## src/rtl/fp_md_pkg.sv

```systemverilog
`default_nettype none
// ============================================================================
//  Module   : fp_md_pkg
//  Brief    : Shared types for the FP multiplier/divider sign and class path.
//  Revision : 1.0
// ============================================================================
package fp_md_pkg;

    typedef enum logic {
        OP_MUL = 1'b0,
        OP_DIV = 1'b1
    } op_e;

    typedef struct packed {
        logic zero;
        logic inf;
        logic nan;
    } fp_class_t;

    typedef struct packed {
        logic s;
        logic nan;
        logic inf;
        logic zero;
        logic inv;
        logic dbz;
    } sign_res_t;

    localparam int MAX_LATENCY = 8;
    localparam int RES_W       = $bits(sign_res_t);

endpackage
`default_nettype wire

```

## src/rtl/sign_class_lane.sv

```systemverilog
`default_nettype none
// ============================================================================
//  Module   : sign_class_lane
//  Brief    : Single-lane result sign and IEEE-754 special-case classification.
//  Revision : 1.0
// ============================================================================
module sign_class_lane
    import fp_md_pkg::*;
(
    input  op_e       i_op,
    input  logic      i_s_a,
    input  logic      i_s_b,
    input  fp_class_t i_a_cls,
    input  fp_class_t i_b_cls,
    output sign_res_t o_res
);

    logic w_nan_in;
    logic w_inv;
    logic w_nan;

    always_comb begin
        w_nan_in = i_a_cls.nan | i_b_cls.nan;
        if (i_op == OP_DIV) begin
            w_inv = (i_a_cls.inf & i_b_cls.inf) | (i_a_cls.zero & i_b_cls.zero);
        end else begin
            w_inv = (i_a_cls.inf & i_b_cls.zero) | (i_a_cls.zero & i_b_cls.inf);
        end
        w_nan = w_nan_in | w_inv;

        o_res      = '0;
        o_res.nan  = w_nan;
        // A NaN operand propagates quietly; only genuine 0*inf style cases are invalid.
        o_res.inv  = w_inv & ~w_nan_in;
        o_res.s    = w_nan ? 1'b0 : (i_s_a ^ i_s_b);
        if (i_op == OP_DIV) begin
            o_res.inf  = ~w_nan & (i_a_cls.inf | i_b_cls.zero);
            o_res.zero = ~w_nan & (i_a_cls.zero | i_b_cls.inf);
            o_res.dbz  = i_b_cls.zero & ~i_a_cls.zero & ~i_a_cls.inf & ~i_a_cls.nan;
        end else begin
            o_res.inf  = ~w_nan & (i_a_cls.inf | i_b_cls.inf);
            o_res.zero = ~w_nan & (i_a_cls.zero | i_b_cls.zero);
        end
    end

endmodule
`default_nettype wire

```

## src/rtl/sign_class_pipe.sv

```systemverilog
`default_nettype none
// ============================================================================
//  Module   : sign_class_pipe
//  Brief    : Multi-lane sign/class unit with programmable-latency pipeline.
//  Revision : 1.0
// ============================================================================
module sign_class_pipe
    import fp_md_pkg::*;
#(
    parameter int LANES   = 1,
    parameter int LATENCY = 2
) (
    input  logic             clk,
    input  logic             arst,
    input  logic             en,
    input  logic             flush,
    input  logic             valid_in,
    input  logic             op_div,
    input  logic [LANES-1:0] s_a,
    input  logic [LANES-1:0] s_b,
    input  logic [LANES-1:0] a_zero,
    input  logic [LANES-1:0] a_inf,
    input  logic [LANES-1:0] a_nan,
    input  logic [LANES-1:0] b_zero,
    input  logic [LANES-1:0] b_inf,
    input  logic [LANES-1:0] b_nan,
    output logic             valid_out,
    output logic [LANES-1:0] s_r,
    output logic [LANES-1:0] r_nan,
    output logic [LANES-1:0] r_inf,
    output logic [LANES-1:0] r_zero,
    output logic [LANES-1:0] r_inv,
    output logic [LANES-1:0] r_dbz
);

    localparam int c_DW = LANES * RES_W;

    if (LATENCY < 1 || LATENCY > MAX_LATENCY) begin : g_bad_latency
        $error("sign_class_pipe: LATENCY must be in 1..%0d", MAX_LATENCY);
    end

    op_e                w_op;
    logic [c_DW-1:0]    w_data;
    logic [c_DW-1:0]    r_data [LATENCY];
    logic [LATENCY-1:0] r_valid;

    assign w_op = op_e'(op_div);

    for (genvar l = 0; l < LANES; l++) begin : g_lane
        fp_class_t w_a_cls;
        fp_class_t w_b_cls;
        sign_res_t w_lane_res;
        sign_res_t w_out_res;

        assign w_a_cls = '{zero: a_zero[l], inf: a_inf[l], nan: a_nan[l]};
        assign w_b_cls = '{zero: b_zero[l], inf: b_inf[l], nan: b_nan[l]};

        sign_class_lane u_lane (
            .i_op    (w_op),
            .i_s_a   (s_a[l]),
            .i_s_b   (s_b[l]),
            .i_a_cls (w_a_cls),
            .i_b_cls (w_b_cls),
            .o_res   (w_lane_res)
        );

        assign w_data[l*RES_W +: RES_W] = w_lane_res;
        assign w_out_res                = r_data[LATENCY-1][l*RES_W +: RES_W];

        assign s_r[l]    = w_out_res.s;
        assign r_nan[l]  = w_out_res.nan;
        assign r_inf[l]  = w_out_res.inf;
        assign r_zero[l] = w_out_res.zero;
        assign r_inv[l]  = w_out_res.inv;
        assign r_dbz[l]  = w_out_res.dbz;

        a_excl_a: assert property (@(posedge clk) disable iff (arst)
            valid_in |-> $onehot0({a_zero[l], a_inf[l], a_nan[l]}));
        a_excl_b: assert property (@(posedge clk) disable iff (arst)
            valid_in |-> $onehot0({b_zero[l], b_inf[l], b_nan[l]}));
    end

    // Flush only drops valid bits; data stays put since it is ignored while invalid.
    always_ff @(posedge clk) begin
        if (arst) begin
            r_valid <= '0;
            for (int i = 0; i < LATENCY; i++) begin
                r_data[i] <= '0;
            end
        end else if (flush) begin
            r_valid <= '0;
        end else if (en) begin
            r_valid[0] <= valid_in;
            r_data[0]  <= w_data;
            for (int i = 1; i < LATENCY; i++) begin
                r_valid[i] <= r_valid[i-1];
                r_data[i]  <= r_data[i-1];
            end
        end
    end

    assign valid_out = r_valid[LATENCY-1];

endmodule
`default_nettype wire

```

## config.mk

```make
export PLATFORM = sky130hd
export DESIGN_NAME = sign_class_pipe
export DESIGN_NICKNAME = d
export VERILOG_FILES = /design/src/rtl/fp_md_pkg.sv /design/src/rtl/sign_class_lane.sv /design/src/rtl/sign_class_pipe.sv
export SDC_FILE = /design/constraint.sdc
export NUM_CORES = 1
export LEC_CHECK = 0
export CAP_MARGIN = 20
export CORE_MARGIN = 3
export CORE_UTILIZATION = 35
export CTS_BUF_LIST = sky130_fd_sc_hd__clkbuf_8
export CTS_CLUSTER_SIZE = 20
export DETAILED_ROUTE_END_ITERATION = 16
export GPL_TIMING_DRIVEN = 0
export SETUP_SLACK_MARGIN = 0.5
export SYNTH_ARGS = -nofsm -noshare
export SYNTH_HDL_FRONTEND = slang
export SYNTH_HIERARCHICAL = 1
export SYNTH_SLANG_ARGS = --single-unit
```

## constraint.sdc

```tcl
create_clock -name clk -period 3.25 [get_ports clk]
set_clock_uncertainty 0.2 [all_clocks]
set_input_delay 0.325 -clock clk [delete_from_list [all_inputs] [get_ports clk]]
set_output_delay 0.325 -clock clk [all_outputs]
set_load 0.05 [all_outputs]
```

==> impl_results.md, run 1 <==
* Hold_buf cts at 0
* Outcome: finished clean
* Cell count after synthesis at just over 50
* Design area at ~940 µm²
* Most frequent cells in the layout: 20 x clkdlybuf4s50_1, 12 x and2_1, 12 x edfxtp_1
* Wire per inst at about 9.4 µm
* Root Buffer: clkbuf_8
* Initial antenna violation count at 0
* Int Pwr at ~320 µW
* Crit end category: flip-flop
* Die area at approximately 2500 µm²
* Clock Power Share at 0.331
* H-tree Lvls at 1
* Unrepaired setup endpoints after global routing: no
* Insertion delay to the later sink of the worst-skew pair at roughly 230 ps
* Met1 Wirelength at between 300 and 400 µm
* Least-Margin Pin Slew at 498.7 ps
* Max Freq at roughly 470 MHz
* CP Cell Sequence: clkdlybuf4s50_1 -> mux2_4 -> a221o_2 -> buf_4 -> and2_1
* Nets at 90
* Net Sw Power at between 80 and 90 µW
* GRT overflow at 0
* Clock transition at path regs at roughly 50 ps
* Pins over their slew limit at 0
* Setup TNS at 0 ps
* Input/output buffers at 20
* WP buf/inv at 2
* Pin count of the biggest net entering global routing at 13
* N_diodes at 0
* Period utilization at 0.6569
* GP Congestion at approximately 0.64
* Top Layer Used: met4
* Warnings from Yosys at 6
* Setup CP Type: in -> reg
* Area Overhead vs Synth at 41.46%
* Worst EP arrival at 1930 ps
* 1st-iter DRT viols at 5
* Critical Path RT at 3040 ps
* # DRC at 0
* Top cell family by delay on the critical path: buffers and inverters
* Site row count at 15
* Clock sink total at 14
* DRT Wirelength at ~940 µm
* Placed cell areas at 898.4 µm²
* Vias per inst at 4.480
* Ports at 21
* Flop pwr share at 0.507
* Most common cell after layout, fill and taps aside: clkdlybuf4s50_1
* CTS tree: built
* Slew headroom at 0.6665
* DR pass1 iterations at 4
* Seq/Total Area, Yosys at 0.6004
* Crit path time final at 2135 ps
* FF+latch count, synth at 14
* Main area contributors after synthesis: edfxtp_1 54%, and2_1 11%, dfxtp_1 6.0%
* Num CTS Buffers at 3
* Syn_nets at 65
* Leak Pwr at about 0.36 nW
* Initial Util at 0.3780
* GRT Overall Usage at 0.08812
* Met2 routed WL at 466 µm
* Final ANT Viol Nets at 0
* Slowest stage delay, CP at between 500 and 600 ps
* Setup WS pre-CTS at 860.1 ps
* CP Max Fanout at 7
* Number of global-route vias before repair at between 400 and 500
* Slowest stage cell, crit path: clkdlybuf4s50_1
* Max Cap Viol at 0
* Power per cell area at between 400 and 500 nW/µm²
* Post-synth top area share at 0.5403
* HP Class: reg -> reg
* Post-Syn Area at ~670 µm²
* Core area at between 1500 and 2000 µm²
* Endpoints failing setup at 0
* CP startpoint kind: input pin
* Post-CTS Repair Setup Buffers at 0
* Comb power frac at 0.161
* Post-layout power at 409.9 µW
* PostCTS Resize Cnt at 0
* DIE WIDTH at roughly 50 µm
* DR vias at 448
* First-pass GRT wire length at approximately 1600 µm
* Share of cells above drive strength 1 at 0.1733
* Final hold viol count at 0
* Post-synth cell types at 19
* Max VDD drop at between 0.0002 and 0.00025 V
* Largest area contributor in the netlist: edfxtp_1
* Syn avg cell area at 13.08 µm²
* Detailed route wirelength on metal3 at 59 µm
* Clock tree buffer depth at 2
* Final worst slack at around 1100 ps
* Die height at about 50 µm
* Net Sw Frac at 0.2145
## per-stage QoR
stage	hold slack (ps)	cells	utilization
after floorplan	201.8	51	-
after global placement	300.6	96	0.5092
after detailed placement	304.2	96	0.5092
after CTS	317.1	100	0.5348
after global routing	337.4	100	0.5348
final	312.9	100	0.5348
## metal layers
layer,vias up,global-route usage
met5,-,0
met4,0,0.06912
met3,4,0.02719
met2,18,0.1432
met1,195,0.09387
li1,231,-
## path summary, 6_finish.rpt
path                start            end  slack, ps  cells after the start
max                op_div   r_data[0][4]       1120                      5
min          r_data[0][4]  r_data[0][10]        310                      1
max reg2reg  r_data[0][1]   r_data[0][7]       2320                      1
min reg2reg  r_data[0][4]  r_data[0][10]        310                      1
## registers in the layout, indices dropped and copies added (netlist names)
register,flops
r_valid,2
r_data,12
## cell families after synthesis
kind of cell | Yosys count | synth area share
AOI/OAI and AO/OA | 5 | 0.06191
xor gates and xnor gates | 1 | 0.01314
buffers and inverters | 3 | 0.02813
DFF | 14 | 0.6004
muxes | 4 | 0.06941
and+or+nand+nor | 24 | 0.2270
## power groups by stage
stage	Clock (mW)	Combinational [mW]	Sequential, mW
4_1_cts	0.144	0.0670	0.208
6_report	0.136	0.0662	0.208
2_1_floorplan	0	0.0198	0.227
5_1_grt	0.149	0.0707	0.209
3_5_place_dp	0	0.0669	0.212
3_3_place_gp	0	0.0662	0.211
## synthesized netlist by cell type
| library cell | n |
|---|---|
| xnor2_1 | 1 |
| and2b_2 | 2 |
| buf_4 | 2 |
| and4b_2 | 1 |
| a221o_2 | 1 |
| a22oi_1 | 1 |
| or2_2 | 1 |
| a21o_1 | 1 |
| a211oi_1 | 2 |
| mux2i_1 | 2 |
| mux2_4 | 1 |
| nor3_1 | 2 |
| and2_1 | 12 |
| inv_1 | 1 |
| dfxtp_1 | 2 |
| edfxtp_1 | 12 |
| mux2_2 | 1 |
| nor2_1 | 5 |
| nor3b_2 | 1 |
## final cells by class
| type | count | area [µm²] |
|---|---|---|
| clock buffers | 3 | 41.29 |
| inverters | 1 | 3.754 |
| fillers | 156 | 820.8 |
| plain buffers | 2 | 15.01 |
| well taps | 25 | 31.28 |
| repair buffers | 20 | 200.2 |
| flip-flops and latches | 14 | 400.4 |
| clock inverters | 1 | 3.754 |
| multi-input cells | 34 | 247.7 |
No activity file was read; power rests on OpenSTA's default activity.
==> inputs of run 2 (changes only) <==
==> constraint.sdc (replaced) <==
create_clock -name clk -period 2 [get_ports clk]
set_clock_uncertainty 0.2 [all_clocks]
set_input_delay 0.2 -clock clk [delete_from_list [all_inputs] [get_ports clk]]
set_output_delay 0.2 -clock clk [all_outputs]
set_load 0.05 [all_outputs]
==> impl_results.md, run 2 (synthesized netlist as in run 1, its figures left out) <==
* 1st-iter DRT viols at 5
* Design area at 954.7 µm²
* Initial antenna violation count at 0
* Ports at 21
* Clock sink total at 14
* N_diodes at 0
* Die height at 49.65 µm
* Detailed placement HPWL at around 730 µm
* Crit end category: flip-flop
* Max Cap Viol at 0
* Clock tree buffer depth at 2
* Unrepaired setup endpoints after global routing: yes
* Final hold viol count at 0
* DR pass1 iterations at 4
* Final ANT Viol Nets at 0
* Share of cells above drive strength 1 at 0.2400
* Outcome: finished clean
* Reg with most FFs: r_data
* GRT Overall Usage at 0.09329
* CTS tree: built
* Worst hold margin at 208.4 ps
* Root Buffer: clkbuf_8
* DIE WIDTH at between 40 and 50 µm
* Core area at approximately 1800 µm²
* Layout Cells excl Fill at 100
* Max VDD drop at approximately 0.00036 V
* # fillers at ~160
* Setup CP Type: in -> reg
* Input/output buffers at 20
* Post-layout power at 665.2 µW
* Critical Path RT at 1790 ps
* H-tree Lvls at 1
* Placed cell areas at 905.9 µm²
* Num CTS Buffers at 3
* Area Overhead vs Synth at 43.15%
* Most frequent cells in the layout: 12 x and2_1, 12 x edfxtp_1, 6 x clkdlybuf4s50_1
* Post-CTS Repair Setup Buffers at 0
* Pin count of the biggest net entering global routing at 13
* Period utilization at 0.7687
* CP startpoint kind: input pin
* Initial Util at 0.3780
* Number of global-route vias before repair at 420
* Power per cell area at between 600 and 700 nW/µm²
* GRT overflow at 0
* Largest register FFs at 12
* Regs by FF count: r_data x12, r_valid x2
* DR vias at ~460
* Leak Pwr at between 0.4 and 0.5 nW
* Site row count at 15
* Clock transition at path regs at roughly 50 ps
* Endpoints failing setup at 0
* # DRC at 0
* Die area at about 2500 µm²
* Max Freq at 650.4 MHz
* DRT Wirelength at around 960 µm
* Wire per inst at 9.560 µm
* Insertion delay to the later sink of the worst-skew pair at roughly 230 ps
* HP Class: in -> reg
* Pins over their slew limit at 0
* Nets at 90
* Post-layout util at 0.5411
* GP Congestion at around 0.63
* Least-Margin Pin Slew at approximately 480 ps
* Vias per inst at ~4.6
* CP Max Fanout at 7
* DP Cell Count at 96
* Crit path time final at 1537 ps
* First-pass GRT wire length at about 1800 µm
* Slew headroom at 0.6781
* Worst EP arrival at 1330 ps
* Hold_buf cts at 0
==> run 2: changes by cell type in the layout (fill, tap and decap cells not counted), sizes merged <==
cell and delta:
dlygate4sd2 +2, dlymetal6s2s +4, clkdlybuf4s15 +5, clkdlybuf4s50 -14
clkbuf +3
==> run 2: layer usage <==
metal,up-vias,GRT usage,wire length (µm)
met2,17,0.1454,485
met1,210,0.1132,390
met3,2,0.02719,65
met5,-,0,0
met4,0,0.05530,15
li1,230,-,-
==> run 2: power by group <==
part / leakage, nW / internal, mW / total [mW] / switching, mW
logic: 0.253 / 0.0488 / 0.105 / 0.0559
registers: 0.142 / 0.335 / 0.337 / 0.00293
clock network: 0.0231 / 0.135 / 0.223 / 0.0878
==> run 2: path summary, 6_finish.rpt <==
path / from / end / slack [ps] / cells after the start
hold reg to reg: r_data[0][4] / r_data[0][10] / 310 / 1
setup reg to reg: r_data[0][2] / r_data[0][8] / 1070 / 1
setup / recovery: op_div / r_data[0][4] / 460 / 5
hold / removal: a_inf / r_data[0][3] / 210 / 4
==> run 2: stage by stage <==
step           setup slack, ps  TNS, ps
2_1_floorplan            449.7        0
3_3_place_gp            -221.2   -451.5
3_5_place_dp            -224.7   -483.1
4_1_cts                  375.0        0
5_1_grt                  426.5        0
6_report                 462.6        0
==> run 2: layout make-up <==
type                       count  area [µm²]  area share
tap                           25       31.28     0.03277
timing repair buffer          20       195.2      0.2045
clock inverter                 1       3.754    0.003932
clock buffer                   3       41.29     0.04325
inverter                       1       3.754    0.003932
multi-input combinational     34       260.3      0.2726
sequential                    14       400.4      0.4194
buffer                         2       18.77     0.01966
==> run 2: worst max-delay path, cell delays in order <==
cell and delay [ps]:
clkbuf_4 160, mux2_4 310, a221o_2 430, buf_6 120, and2_1 120
==> run 2: timing repair <==
item,4_1_cts,5_1_grt
pin swaps,2,2
endpoints found under the setup margin,24,9
gates resized for setup,14,16
